`src/rtl/rv_ctrl_pkg.sv`:
```
// Shared encodings for the multi-cycle RV32I control path.
// Contents: FSM state codes, opcode constants, datapath mux/ALU encodings,
// ALUOp encoding and the small branch-condition helpers used by the sequencer.
package rv_ctrl_pkg;

  // FSM state codes; the numeric values are visible on the debug port.
  localparam logic [3:0] S_FETCH    = 4'd0;
  localparam logic [3:0] S_DECODE   = 4'd1;
  localparam logic [3:0] S_MEMADR   = 4'd2;
  localparam logic [3:0] S_MEMREAD  = 4'd3;
  localparam logic [3:0] S_MEMWB    = 4'd4;
  localparam logic [3:0] S_MEMWRITE = 4'd5;
  localparam logic [3:0] S_EXECR    = 4'd6;
  localparam logic [3:0] S_ALUWB    = 4'd7;
  localparam logic [3:0] S_EXECI    = 4'd8;
  localparam logic [3:0] S_JAL      = 4'd9;
  localparam logic [3:0] S_BRANCH   = 4'd10;
  localparam logic [3:0] S_TRAP     = 4'd11;

  // Supported opcodes (IR[6:0]).
  localparam logic [6:0] OP_LOAD   = 7'b0000011;
  localparam logic [6:0] OP_STORE  = 7'b0100011;
  localparam logic [6:0] OP_RTYPE  = 7'b0110011;
  localparam logic [6:0] OP_ITYPE  = 7'b0010011;
  localparam logic [6:0] OP_JAL    = 7'b1101111;
  localparam logic [6:0] OP_BRANCH = 7'b1100011;

  // ALUControl encodings.
  localparam logic [2:0] ALU_ADD = 3'b000;
  localparam logic [2:0] ALU_SUB = 3'b001;
  localparam logic [2:0] ALU_AND = 3'b010;
  localparam logic [2:0] ALU_OR  = 3'b011;
  localparam logic [2:0] ALU_XOR = 3'b100;
  localparam logic [2:0] ALU_SLT = 3'b101;
  localparam logic [2:0] ALU_SLL = 3'b110;
  localparam logic [2:0] ALU_SRL = 3'b111;

  // ALUOp: what the sequencer asks of the ALU decoder.
  localparam logic [1:0] ALUOP_ADD   = 2'b00;
  localparam logic [1:0] ALUOP_SUB   = 2'b01;
  localparam logic [1:0] ALUOP_FUNCT = 2'b10;

  // ImmSrc encodings.
  localparam logic [1:0] IMM_I = 2'b00;
  localparam logic [1:0] IMM_S = 2'b01;
  localparam logic [1:0] IMM_B = 2'b10;
  localparam logic [1:0] IMM_J = 2'b11;

  // ResultSrc encodings.
  localparam logic [1:0] RES_ALUOUT    = 2'b00;
  localparam logic [1:0] RES_DATA      = 2'b01;
  localparam logic [1:0] RES_ALURESULT = 2'b10;

  // ALUSrcA / ALUSrcB encodings.
  localparam logic [1:0] SRCA_PC    = 2'b00;
  localparam logic [1:0] SRCA_OLDPC = 2'b01;
  localparam logic [1:0] SRCA_REG   = 2'b10;
  localparam logic [1:0] SRCB_REG   = 2'b00;
  localparam logic [1:0] SRCB_IMM   = 2'b01;
  localparam logic [1:0] SRCB_FOUR  = 2'b10;

  // Only beq/bne/blt/bge are implemented; anything else traps.
  function automatic logic branch_supported(input logic [2:0] f3);
    return (f3 == 3'b000) || (f3 == 3'b001) || (f3 == 3'b100) || (f3 == 3'b101);
  endfunction

  // Taken decision from the SUB flags computed in the BRANCH cycle.
  function automatic logic branch_taken(input logic [2:0] f3, input logic zero,
                                        input logic sign);
    logic taken;
    taken = 1'b0;
    case (f3)
      3'b000:  taken = zero;
      3'b001:  taken = ~zero;
      3'b100:  taken = sign;
      3'b101:  taken = ~sign;
      default: taken = 1'b0;
    endcase
    return taken;
  endfunction

endpackage

```
`src/rtl/multicycle_control_fsm_alu_decoder.sv`:
```
// ALU decoder: maps ALUOp plus instruction function fields to ALUControl.
// Ports:
//   alu_op_i      ALUOp from the sequencer (00 ADD, 01 SUB, 10 decode by funct)
//   funct3_i      IR[14:12]
//   funct7b5_i    IR[30]
//   op5_i         IR[5]; separates R-type (sub) from I-type (addi with imm bit 10 set)
//   alu_control_o ALU operation select
module alu_decoder
  import rv_ctrl_pkg::*;
(
  input  logic [1:0] alu_op_i,
  input  logic [2:0] funct3_i,
  input  logic       funct7b5_i,
  input  logic       op5_i,
  output logic [2:0] alu_control_o
);

  always_comb begin
    alu_control_o = ALU_ADD;
    case (alu_op_i)
      ALUOP_SUB: alu_control_o = ALU_SUB;
      ALUOP_FUNCT: begin
        case (funct3_i)
          3'b000:  alu_control_o = (funct7b5_i & op5_i) ? ALU_SUB : ALU_ADD;
          3'b001:  alu_control_o = ALU_SLL;
          // sltu executes as signed slt; sra executes as srl.
          3'b010:  alu_control_o = ALU_SLT;
          3'b011:  alu_control_o = ALU_SLT;
          3'b100:  alu_control_o = ALU_XOR;
          3'b101:  alu_control_o = ALU_SRL;
          3'b110:  alu_control_o = ALU_OR;
          default: alu_control_o = ALU_AND;
        endcase
      end
      default: alu_control_o = ALU_ADD;
    endcase
  end

endmodule

```
`src/rtl/multicycle_control_fsm.sv`:
```
// Main sequencer of the multi-cycle RV32I core. A Moore FSM steps the shared
// datapath through fetch/decode/execute/writeback and drives every select,
// enable and write strobe. Unsupported opcodes park the FSM in TRAP until reset.
// Ports:
//   CLK, areset         clock (rising edge), asynchronous active-low reset
//   op/funct3/funct7b5  latched instruction fields
//   Zero, SignFlag      current-cycle ALU flags (used only in BRANCH)
//   mem_ready           memory access completes this cycle
//   PCWrite..ALUControl datapath controls
//   illegal             high while in TRAP
//   state_o             current state (debug)
// Handshake: a memory access is presented (FETCH, MEMREAD, MEMWRITE) and held
// unchanged, strobes included, every cycle until mem_ready is sampled high; the
// access completes on that edge and the FSM moves on.
module multicycle_control_fsm
  import rv_ctrl_pkg::*;
#(
  parameter logic [3:0] RESET_STATE = S_FETCH
) (
  input  logic       CLK,
  input  logic       areset,
  input  logic [6:0] op,
  input  logic [2:0] funct3,
  input  logic       funct7b5,
  input  logic       Zero,
  input  logic       SignFlag,
  input  logic       mem_ready,
  output logic       PCWrite,
  output logic       AdrSrc,
  output logic       MemWrite,
  output logic       IRWrite,
  output logic       RegWrite,
  output logic [1:0] ResultSrc,
  output logic [1:0] ALUSrcA,
  output logic [1:0] ALUSrcB,
  output logic [1:0] ImmSrc,
  output logic [2:0] ALUControl,
  output logic       illegal,
  output logic [3:0] state_o
);

  logic [3:0] state_q, state_d;
  logic [1:0] alu_op;
  logic       pc_write_c, mem_write_c, ir_write_c, reg_write_c;

  always_ff @(posedge CLK or negedge areset) begin
    if (!areset) state_q <= RESET_STATE;
    else         state_q <= state_d;
  end

  always_comb begin
    state_d = state_q;
    case (state_q)
      S_FETCH:  state_d = mem_ready ? S_DECODE : S_FETCH;
      S_DECODE: begin
        case (op)
          OP_LOAD, OP_STORE: state_d = S_MEMADR;
          OP_RTYPE:          state_d = S_EXECR;
          OP_ITYPE:          state_d = S_EXECI;
          OP_JAL:            state_d = S_JAL;
          OP_BRANCH:         state_d = branch_supported(funct3) ? S_BRANCH : S_TRAP;
          default:           state_d = S_TRAP;
        endcase
      end
      // Only loads and stores reach MEMADR; op[5] tells them apart.
      S_MEMADR:   state_d = op[5] ? S_MEMWRITE : S_MEMREAD;
      S_MEMREAD:  state_d = mem_ready ? S_MEMWB : S_MEMREAD;
      S_MEMWB:    state_d = S_FETCH;
      S_MEMWRITE: state_d = mem_ready ? S_FETCH : S_MEMWRITE;
      S_EXECR:    state_d = S_ALUWB;
      S_ALUWB:    state_d = S_FETCH;
      S_EXECI:    state_d = S_ALUWB;
      S_JAL:      state_d = S_ALUWB;
      S_BRANCH:   state_d = S_FETCH;
      default:    state_d = S_TRAP;  // TRAP and unused codes 12-15
    endcase
  end

  // Moore output table.
  always_comb begin
    pc_write_c  = 1'b0;
    mem_write_c = 1'b0;
    ir_write_c  = 1'b0;
    reg_write_c = 1'b0;
    AdrSrc      = 1'b0;
    ResultSrc   = RES_ALUOUT;
    ALUSrcA     = SRCA_PC;
    ALUSrcB     = SRCB_REG;
    ImmSrc      = IMM_I;
    alu_op      = ALUOP_ADD;
    case (state_q)
      S_FETCH: begin
        // PC+4 goes straight from the ALU into PC when the fetch completes.
        ALUSrcB    = SRCB_FOUR;
        ResultSrc  = RES_ALURESULT;
        ir_write_c = mem_ready;
        pc_write_c = mem_ready;
      end
      S_DECODE: begin
        // Speculative branch/jump target OldPC+imm, parked in ALUOut.
        ALUSrcA = SRCA_OLDPC;
        ALUSrcB = SRCB_IMM;
        ImmSrc  = (op == OP_JAL) ? IMM_J : IMM_B;
      end
      S_MEMADR: begin
        ALUSrcA = SRCA_REG;
        ALUSrcB = SRCB_IMM;
        ImmSrc  = op[5] ? IMM_S : IMM_I;
      end
      S_MEMREAD: AdrSrc = 1'b1;
      S_MEMWB: begin
        ResultSrc   = RES_DATA;
        reg_write_c = 1'b1;
      end
      S_MEMWRITE: begin
        AdrSrc      = 1'b1;
        mem_write_c = 1'b1;
      end
      S_EXECR: begin
        ALUSrcA = SRCA_REG;
        alu_op  = ALUOP_FUNCT;
      end
      S_ALUWB: reg_write_c = 1'b1;
      S_EXECI: begin
        ALUSrcA = SRCA_REG;
        ALUSrcB = SRCB_IMM;
        alu_op  = ALUOP_FUNCT;
      end
      S_JAL: begin
        // PC takes the target from ALUOut; ALU forms OldPC+4 for the link write.
        ALUSrcA    = SRCA_OLDPC;
        ALUSrcB    = SRCB_FOUR;
        pc_write_c = 1'b1;
      end
      S_BRANCH: begin
        ALUSrcA    = SRCA_REG;
        alu_op     = ALUOP_SUB;
        pc_write_c = branch_taken(funct3, Zero, SignFlag);
      end
      default: ;
    endcase
  end

  alu_decoder u_alu_decoder (
    .alu_op_i      (alu_op),
    .funct3_i      (funct3),
    .funct7b5_i    (funct7b5),
    .op5_i         (op[5]),
    .alu_control_o (ALUControl)
  );

  // Gate the write enables with reset so an access aborted by reset never commits.
  assign PCWrite  = pc_write_c  & areset;
  assign MemWrite = mem_write_c & areset;
  assign IRWrite  = ir_write_c  & areset;
  assign RegWrite = reg_write_c & areset;
  assign illegal  = (state_q == S_TRAP);
  assign state_o  = state_q;

endmodule

```
`config.mk`:
```
export PLATFORM = sky130hd
export DESIGN_NAME = multicycle_control_fsm
export DESIGN_NICKNAME = d
export VERILOG_FILES = /design/src/rtl/rv_ctrl_pkg.sv /design/src/rtl/multicycle_control_fsm_alu_decoder.sv /design/src/rtl/multicycle_control_fsm.sv
export SDC_FILE = /design/constraint.sdc
export NUM_CORES = 1
export LEC_CHECK = 0
export CORE_ASPECT_RATIO = 1.25
export CORE_MARGIN = 2
export CORE_UTILIZATION = 40
export CTS_BUF_LIST = sky130_fd_sc_hd__clkbuf_8
export CTS_CLUSTER_DIAMETER = 60
export DETAILED_ROUTE_END_ITERATION = 6
export PLACE_DENSITY = 0.82
export SYNTH_ARGS = -nofsm -noshare
export SYNTH_HDL_FRONTEND = slang
export SYNTH_SLANG_ARGS = --single-unit
```
`constraint.sdc`:
```
create_clock -name CLK -period 1.96 [get_ports CLK]
set_input_delay 0.392 -clock CLK [delete_from_list [all_inputs] [get_ports CLK]]
set_output_delay 0.392 -clock CLK [all_outputs]
set_load 0.005 [all_outputs]
```
# Word level (Yosys, flattened, before mapping)
# Index checks and enable logic that the tools add are counted.
totals:
  regBits: 4
  in_bits: 16
  output_inout_bits: 21
  elab_cells: 72
classes:
  eq_ne: 25
  n_mux: 23
  n_bitwise: 7
  n_reduce_logical: 16
ops:
  columns: ["operator", "count"]
  rows:
  - ["one-hot mux 4 bit (7 select lines)", 1]
  - ["one-hot mux 2 bit (2 select lines)", 5]
  - ["one-hot mux 4 bit (5 select lines)", 1]
  - ["one-hot mux 3 bit (6 select lines)", 1]
  - ["== test 4 x 3 -> 1 bit, second input constant", 4]
  - ["== test 4 bit, second input constant", 4]
  - ["== test 7 x 6 -> 1 bit, second input constant", 2]
  - ["== test 7 bit, second input constant", 2]
  - ["OR reduction 2 bit", 7]
  - ["== test 3 bit, second input constant", 3]
  - ["two-way mux 1 bit", 9]
  - ["two-way mux 3 bit", 3]
  - ["OR reduction 3 bit", 3]
  - ["== test 4 x 2 -> 1 bit, second input constant", 2]
  - ["== test 7 x 2 -> 1 bit, second input constant", 1]
  - ["== test 7 x 5 -> 1 bit, second input constant", 1]
  - ["== test 3 x 2 -> 1 bit, second input constant", 2]
  - ["one-hot mux 3 bit (2 select lines)", 1]
  - ["bitwise AND 1 bit", 5]
  - ["== test 4 x 1 -> 1 bit, second input constant", 1]
  - ["logical NOT 4 bit", 1]
  - ["one-hot mux 1 bit (4 select lines)", 1]
  - ["OR reduction 4 bit", 1]
  - ["== test 3 x 1 -> 1 bit, second input constant", 1]
  - ["other kinds (6)", 9]

# Logic depth before layout (Yosys ltp)
# Gate-level depths: netlist (run 1).
logic_depth:
  ltp_word: 7
  depth_mapped: 8
  ltp_nobuf: 7

# Cells and area by module
# A second synthesis (run 1) with hierarchy kept.
hier_totals:
  cells_unflattened: 100
  area_unflattened_um2: 729.4
modules_own_cells:
  columns: ["mod", "n_inst", "cells_per_inst", "area_each_um2", "seq_area_each_um2"]
  rows:
  - ["multicycle_control_fsm", 1, 86, 614.3, 100.1]
  - ["alu_decoder", 1, 14, 115.1, 0.0]

# Least setup slack after synthesis (run 1)
# OpenSTA, ideal clock, no wires.
synth_timing:
  kind: "register to output"
  start: "register state_q[2] (netlist: state_o[2])"
  end: "output ALUControl[2]"
  arrival_ns: 1.572
  required_time_ns: 1.568
  setup_slack_ns: -0.004
  path_stages_with_launch: 9
  path_buffers: 1
  cell_sequence: "dfrtp_1 buf_2 nand2b_4 nor2_1 a21oi_1 nor2_1 ha_1 nand2b_1 a211oi_1"
synth_via:
  elab_chain_len: 5
  elab_cells_between_ends: 8
  cone_classes: "5 x eq/ne; 2 x mux; 1 x reduce/logical"
synth_rtl:
  columns: ["element", "line", "text"]
  rows:
  - ["from (decl)", "multicycle_control_fsm.sv:42", "logic [3:0] state_q, state_d;"]
  - ["from (signal assigned)", "multicycle_control_fsm.sv:48", "else state_q <= state_d;"]
  - ["== test 4 bit / == test 4 x 3 -> 1 bit (equally long branches)", "multicycle_control_fsm.sv:91", "case (state_q)"]
  - ["OR reduction 2 bit (no line)", null, null]
  - ["one-hot mux 2 bit (2 select lines) *", "multicycle_control_fsm.sv:91", null]
  - ["== test 2 bit / == test 2 x 1 -> 1 bit (equally long branches)", "multicycle_control_fsm_alu_decoder.sv:20", "case (alu_op_i)"]
  - ["one-hot mux 3 bit (2 select lines) *", "multicycle_control_fsm_alu_decoder.sv:20", null]
  - ["to (decl)", "multicycle_control_fsm.sv:37", "output logic [2:0] ALUControl,"]
# Mark *: on every way between the ends. The rest lies on a longest branch, timed or not.

# Worst setup path after layout (run 1)
layout_timing:
  start: "register state_q[2] (netlist: state_o[2])"
  end: "output ImmSrc[1]"
layout_via:
  elab_chain_len: 2
  elab_cells_between_ends: 3
  cone_classes: "2 x eq/ne; 1 x mux"
layout_rtl:
  columns: ["element", "line", "text"]
  rows:
  - ["== test 4 x 2 -> 1 bit / == test 4 x 1 -> 1 bit (equally long branches)", "multicycle_control_fsm.sv:91", null]
  - ["one-hot mux 2 bit (2 select lines) *", "multicycle_control_fsm.sv:91", null]
  - ["to (decl)", "multicycle_control_fsm.sv:36", "output logic [1:0] ImmSrc,"]
# Marked as above.

==> impl_results.md, run 1 <==
* Finished Layout Cells at 183
* Post-DP Area at 0.00120 sq mm
* Pwr Density at 1340 mW/mm^2
* Die area at 0.00206 sq mm
* Critical Path RT at 1570 ps
* DR WL/cell at 17.4 microns
* Xor and xnor area share after synthesis at 5.12%
* Clock transition at path regs at 30 ps
* Dpl hpwl at 1820 microns
* Global placement routability congestion at 0.890
* Area Growth Syn to Fin at 109%
* Fraction of registers with async set/reset at 100%
* Clk_lat worst skew at 220 ps
* Ys flop type: dfrtp_1
* Rows at 16
* TritonRoute pass-1 iters at 5
* Slowest CP cell: clkdlybuf4s50_1
* Worst Path Buf+Inv at 3
* Initial antenna violation count at 0
* #FFs+latches synth at 4
* Largest net degree at the start of global routing at 21
* Simple-Gate Fraction of Synth Area at 42.6%
* IO Pins at 37
* Clk_skew at 1.35 ps
* EDFF count, synth at 0
* Maximum VDD drop at 0.000929 V
* Antenna cell count at 0
* Residual DRC at 0
* CTS max path bufs at 2
* Sequential fraction of the synthesis area at 14.6%
* Num CTS Buffers at 3
* CP max FO at 16
* Setup TNS at -728 ps
* Syn Inst Count at 102
* Status: complete, but fails checks
* Layout Nets at 185
* Fin crit share at 109%
* Max-Cap Viols at 0
* WP data arrival at 1740 ps
* Max FFs per register at 4
* Post-synthesis mux area share at 2.93%
* Maximum clock rate at 0.470 GHz
* Cell family with most CP delay: buffers and inverters
* Slew Limit Fails at 0
* Post-synth cell types at 40
* Fin. Hold Viols at 0
* GRT Residual Overflow at 0
* HP Class: input port to asynchronous set/reset pin
* Placed Cells at 171
* Die Height at 50.2 microns
* CTS tree: built
* H-tree depth at 1
* Crit Path Category: register to output pin
* Failing checks: setup timing
* 1st-iter DRT viols at 59
* Relative slew slack at 79.2%
* Final Setup Violations at 10
* First-pass GRT wire length at 4860 microns
* Drt total wl at 3180 microns
* Vias at 1069
* Crit-path cells: buf_4 > nor2_2 > nand3_1 > inv_2 > clkdlybuf4s50_1
* Vias/cell at 5.84
* Crit. End Element: output pin
* Final Util at 90.3%
* Slowest stage delay, CP at 510 ps
* Measured slew at the worst slew-check pin at 310 ps
* Compound-cell area share of the yosys netlist at 20.3%
* RSZ-0062 raised after global routing: true
* Synthesized area per cell at 6.71 sq um
* Die span in x at 41.0 microns
* CTS sink cnt at 4
* Worst setup SP type: register
* Vias in the first global route at 1112
* Starting Density at 43.3%
* Post-Synth Adder-Cell Area at 3.66%
* Hold_buf cts at 0
* Fin area at 0.00143 sq mm
* CTS root buf: clkbuf_8
* Antenna-violating nets left at 0
* Setup ws final at -168 ps
* Min Clock Period, post-route at 2130 ps
* GRT Overall Usage at 34.1%
* Warnings from Yosys at 0
* Power, Total at 1.91 mW
* Main combinational cell family by area after synthesis: simple AND/OR/NAND/NOR gates
* Fraction of layout cells with a size suffix above 1 at 42.4%
* Port Buffers at 36
* Syn_nets at 120
* Core area at 0.00158 sq mm
* Synthesized area at 684 sq um
* Leak at 0.665 nW
==> cell usage in the layout (no fill, tap or decap), drive strengths merged, types with 2 or more instances in the layout <==
cell type / Yosys / layout
mux2i: 2 / 2
dlymetal6s2s: 0 / 2
clkbuf: 1 / 5
inv: 5 / 5
ha: 2 / 2
o22ai: 4 / 4
nand3: 4 / 4
dlygate4sd2: 0 / 9
a31oi: 2 / 2
dfrtp: 4 / 4
xor2: 2 / 2
nand2: 5 / 5
nor3b: 2 / 2
xnor2: 2 / 2
nand2b: 5 / 5
nor3: 8 / 8
buf: 8 / 38
and2: 2 / 2
nor2: 15 / 15
clkdlybuf4s50: 0 / 18
a21oi: 6 / 6
o21ai: 6 / 6
nor2b: 3 / 3
==> layout make-up <==
cell class	count	area, sq um
repair buffers	69	606
well taps	18	22.5
inverters	5	18.8
multi-input cells	84	638
fillers	77	153
clock buffers	3	41.3
flip-flops and latches	4	103
==> report_power, final <==
part	switching, mW	internal, mW	total [mW]
Sequential	0.0565	0.128	0.185
Combinational	0.730	0.820	1.55
Clock	0.0447	0.131	0.176
Total	0.832	1.08	1.91
==> kinds of logic after synthesis <==
kind of cell	Yosys count
and+or+nand+nor	53
adders and majority gates	2
DFF	4
muxes	2
AOI/OAI and AO/OA	23
buffers and inverters	14
xor gates and xnor gates	4
==> synth_stat cells (2+ instances only) <==
library cell,n,area share [%]
nor2_1,15,8.2
nor3_1,8,5.9
a21oi_1,6,4.4
buf_2,5,3.7
dfrtp_1,4,15
nand2_1,4,2.2
nand2b_1,4,3.7
nand3_1,4,2.9
o21ai_0,4,2.9
o22ai_1,4,3.7
inv_2,3,1.6
nor2b_1,3,2.7
a31oi_1,2,1.8
and2_1,2,1.8
buf_4,2,2.2
ha_1,2,3.7
inv_1,2,1.1
mux2i_1,2,2.9
nor3b_1,2,2.2
o21ai_1,2,1.5
xnor2_1,2,2.6
xor2_1,2,2.6
==> per-stage QoR <==
step / hold slack [ps] / setup slack (ps)
CTS: 613 / -162
global route: 616 / -214
detailed placement: 712 / -479
finish: 610 / -168
global placement: 688 / -428
floorplan: 96.4 / 25.1
==> layer usage <==
metal	GRT usage, %	wire (microns)	vias to the layer above
li1	-	-	484
met1	34.9	1070	485
met2	56.5	1730	80
met3	6.19	224	20
met4	25.0	161	0
met5	0	0	-
==> worst register-to-register path, cell delays in order, from the launching register on <==
cell     delay [ps]
dfrtp_2         430
buf_4           150
buf_6           120
buf_4           170
nor2b_2         170
buf_4           130
nand3_1          70
a31oi_1         220
a311o_1         150
==> what timing repair did <==
| action | in CTS | in global routing |
|---|---|---|
| gates resized for setup | 51 | 19 |
| endpoints found under the setup margin | 16 | 9 |
| buffers inserted | 9 | 2 |
| endpoints found under the hold margin | 0 | 0 |
| pin swaps | 9 | 5 |
==> final timing paths <==
| path | from | end | cells after the start | slack, ps |
|---|---|---|---|---|
| worst max-delay path | state_o[2] | ImmSrc[1] | 5 | -170 |
| worst min-delay path | areset | state_o[2] | 2 | 610 |
| worst max register to register | state_o[1] | state_o[2] | 8 | 290 |
| worst min register to register | state_o[0] | state_o[3] | 3 | 840 |
| max in group asynchronous | areset | state_o[3] | 2 | 1240 |
| min in group CLK | state_o[0] | state_o[3] | 3 | 840 |
Note: power is estimated with default switching activity, not from simulation.
==> run 2: changes to the inputs <==
--- a/config.mk
+++ b/config.mk
@@ -12,6 +12,7 @@
 export CTS_CLUSTER_DIAMETER = 60
 export DETAILED_ROUTE_END_ITERATION = 6
 export PLACE_DENSITY = 0.82
+export SLEW_MARGIN = 5
 export SYNTH_ARGS = -nofsm -noshare
 export SYNTH_HDL_FRONTEND = slang
 export SYNTH_SLANG_ARGS = --single-unit
==> results of run 2 <==
Final layout, timing and power as in run 1 (identical DEF).
==> run 3: changes to the inputs <==
--- a/config.mk
+++ b/config.mk
@@ -5,13 +5,12 @@
 export SDC_FILE = /design/constraint.sdc
 export NUM_CORES = 1
 export LEC_CHECK = 0
-export CORE_ASPECT_RATIO = 1.25
 export CORE_MARGIN = 2
-export CORE_UTILIZATION = 40
+export CORE_UTILIZATION = 43
 export CTS_BUF_LIST = sky130_fd_sc_hd__clkbuf_8
 export CTS_CLUSTER_DIAMETER = 60
 export DETAILED_ROUTE_END_ITERATION = 6
-export PLACE_DENSITY = 0.82
+export PLACE_DENSITY = 0.87
 export SLEW_MARGIN = 5
 export SYNTH_ARGS = -nofsm -noshare
 export SYNTH_HDL_FRONTEND = slang
==> constraint.sdc (replaced) <==
create_clock -name CLK -period 2.8 [get_ports CLK]
set_input_delay 0.56 -clock CLK [delete_from_list [all_inputs] [get_ports CLK]]
set_output_delay 0.56 -clock CLK [all_outputs]
set_load 0.005 [all_outputs]
==> run 3 against run 2 <==
Against the previous run: the flow now finishes without violations; clock power decreased by 32%; clock skew barely moved; final cell count fell by 15%; critical path type is now input port to output pin; largest power group unchanged; highest routed layer unchanged.
==> impl_results.md, run 3 (synthesis results as in run 1) <==
* Status: finished, final reports clean (was complete, but fails checks)
* Slew Limit Fails at 0 (unchanged)
* Grt met3 use at 3.75% (was 6.19%)
* Post-CTS setup buffers at 0 (was 9)
* Min Hold Slack at 678 ps (was 610 ps)
* Vias in the first global route at 785 (was 1112)
* Die Height at 43.9 microns (was 50.2 microns)
* Post-DP Area at 0.00107 sq mm (was 0.00120 sq mm)
* Starting Density at 45.4% (was 43.3%)
* Power, Total at 0.980 mW (was 1.91 mW)
* Finished Layout Cells at 156 (was 183)
* Setup TNS at 0 ps (was -728 ps)
* Worst r2r path cells at 5 (was 8)
* Global-route met2 utilization at 40.6% (was 56.5%)
* Dpl hpwl at 1590 microns (was 1820 microns)
* Worst reg2reg endpoint: state_o[2] (unchanged)
* Clock share of power at 12.1% (was 9.2%)
* Layout Nets at 160 (was 185)
* Max FFs per register at 4 (unchanged)
* WP data arrival at 2140 ps (was 1740 ps)
* Rows at 14 (was 16)
* Leak at 0.459 nW (was 0.665 nW)
* Sw Share at 41.8% (was 43.5%)
* Fraction of layout cells with a size suffix above 1 at 15.0% (was 42.4%)
* Global route hottest layer: met2 (unchanged)
* CP max FO at 2 (was 16)
* CTS tree: built (unchanged)
* Final Setup Violations at 0 (was 10)
* CTS root buf: clkbuf_8 (unchanged)
* Pwr Density at 873 mW/mm^2 (was 1340 mW/mm^2)
* Port Buffers at 36 (unchanged)
* RSZ-0062 raised after global routing: false (was true)
* GRT Overall Usage at 22.3% (was 34.1%)
* Vias/cell at 5.47 (was 5.84)
* 1st-iter DRT viols at 5 (was 59)
* Worst setup SP type: input port (was register)
* Setup ws final at 102 ps (was -168 ps)
* Met1 global-route usage at 26.8% (was 34.9%)
* Drt total wl at 2110 microns (was 3180 microns)
* Most frequent cells in the layout: clkdlybuf4s50_1 (33), nor2_1 (13), nor3_1 (8), buf_4 (8), a21oi_1 (5) (was buf_4 (26), clkdlybuf4s50_1 (18), nor2_1 (10), dlygate4sd2_1 (9), nor3_1 (6))
* Antenna cell count at 0 (unchanged)
* Die span in x at 43.9 microns (was 41.0 microns)
* Clock transition at path regs at 30 ps (about the same)
* Residual DRC at 0 (unchanged)
* Fin. Hold Viols at 0 (unchanged)
* Num CTS Buffers at 3 (unchanged)
* Initial antenna violation count at 0 (unchanged)
* P_int at 0.570 mW (was 1.08 mW)
* Core area at 0.00151 sq mm (was 0.00158 sq mm)
* Final Util at 74.5% (was 90.3%)
* Measured slew at the worst slew-check pin at 293 ps (was 310 ps)
* Gate power share at 76.0% (was 81.1%)
* Min Clock Period, post-route at 2700 ps
* Clk_skew at 1.37 ps (was 1.35 ps)
* Relative slew slack at 80.3% (was 79.2%)
* Maximum VDD drop at 0.000506 V (was 0.000929 V)
* Crit. End Element: output pin (unchanged)
* Hold_buf cts at 0 (unchanged)
* Maximum clock rate at 0.371 GHz
* Clk_lat worst skew at 210 ps (was 220 ps)
* H-tree depth at 1 (unchanged)
* Fin crit share at 96.3%
* Vias at 853 (was 1069)
* CTS max path bufs at 2 (unchanged)
* First-pass GRT wire length at 3280 microns (was 4860 microns)
* Antenna-violating nets left at 0 (unchanged)
* DR WL/cell at 13.5 microns (was 17.4 microns)
* Reg2Reg Setup Slack at 1380 ps (was 290 ps)
* Area Growth Syn to Fin at 64.0% (was 109%)
* GRT Residual Overflow at 0 (unchanged)
* Net Sw Power at 0.410 mW (was 0.832 mW)
* Fin area at 0.00112 sq mm (was 0.00143 sq mm)
* CTS sink cnt at 4 (unchanged)
* Die area at 0.00193 sq mm (was 0.00206 sq mm)
* Post-place setup slack at 3.56 ps (was -479 ps)
* Largest net degree at the start of global routing at 21 (unchanged)
* Placed Cells at 153 (was 171)
* HP Class: input port to asynchronous set/reset pin (unchanged)
* IO Pins at 37 (unchanged)
* Max-Cap Viols at 0 (unchanged)
* Seq pwr share at 11.9% (was 9.7%)
* Commonest non-fill, non-tap cell in the layout: clkdlybuf4s50_1 (was buf_4)
* RR Startpoint: state_o[1] (unchanged)
* Crit Path Category: input port to output pin (was register to output pin)
* Global placement routability congestion at 0.814 (was 0.890)
* TritonRoute pass-1 iters at 4 (was 5)
* Critical Path RT at 2240 ps (was 1570 ps)
-- run 3: how the worst max path moves through the flow --
stage / from / end / slack (ps) / cells past startpoint
after detailed placement: funct3[2] / PCWrite / 4 / 6
after global placement: funct3[2] / PCWrite / 70 / 6
after global routing: state_o[2] / ALUControl[1] / 2 / 7
final: mem_ready / PCWrite / 100 / 6
after CTS: op[4] / ImmSrc[0] / 70 / 6
after floorplan: state_o[2] / ALUControl[2] / 670 / 8
-- run 3: worst max-delay path, stage by stage --
cell	delay, ps
clkdlybuf4s50_1	470
nor3b_1	180
a21oi_1	60
nor3_1	210
o21a_1	170
clkdlybuf4s50_1	490
-- run 3: what timing repair did --
action                     CTS  global route
gates resized for setup      4             3
gates cloned                 0             0
pin swaps                    0             1
setup endpoints to repair    2             3
-- run 3: power by group through the flow --
stage	clock [mW]	sequential (mW)	combinational, mW
floorplan	0	0.113	0.438
global placement	0	0.110	0.713
detailed placement	0	0.113	0.734
CTS	0.121	0.115	0.741
global route	0.125	0.123	0.804
finish	0.119	0.117	0.745
-- run 3: per-layer routing --
metal | routed length, microns | part of all wire, %
met4 | 8 | 0.38
met5 | 0 | 0
met1 | 904 | 43
met2 | 1140 | 54
met3 | 63 | 3.0
-- run 3: final cells by class --
| cell class | instances | area [sq um] |
|---|---|---|
| clock buffers | 3 | 41.3 |
| repair buffers | 44 | 420 |
| inverters | 5 | 18.8 |
| flip-flops and latches | 4 | 100 |
| fillers | 110 | 384 |
| well taps | 16 | 20.0 |
| multi-input cells | 84 | 522 |
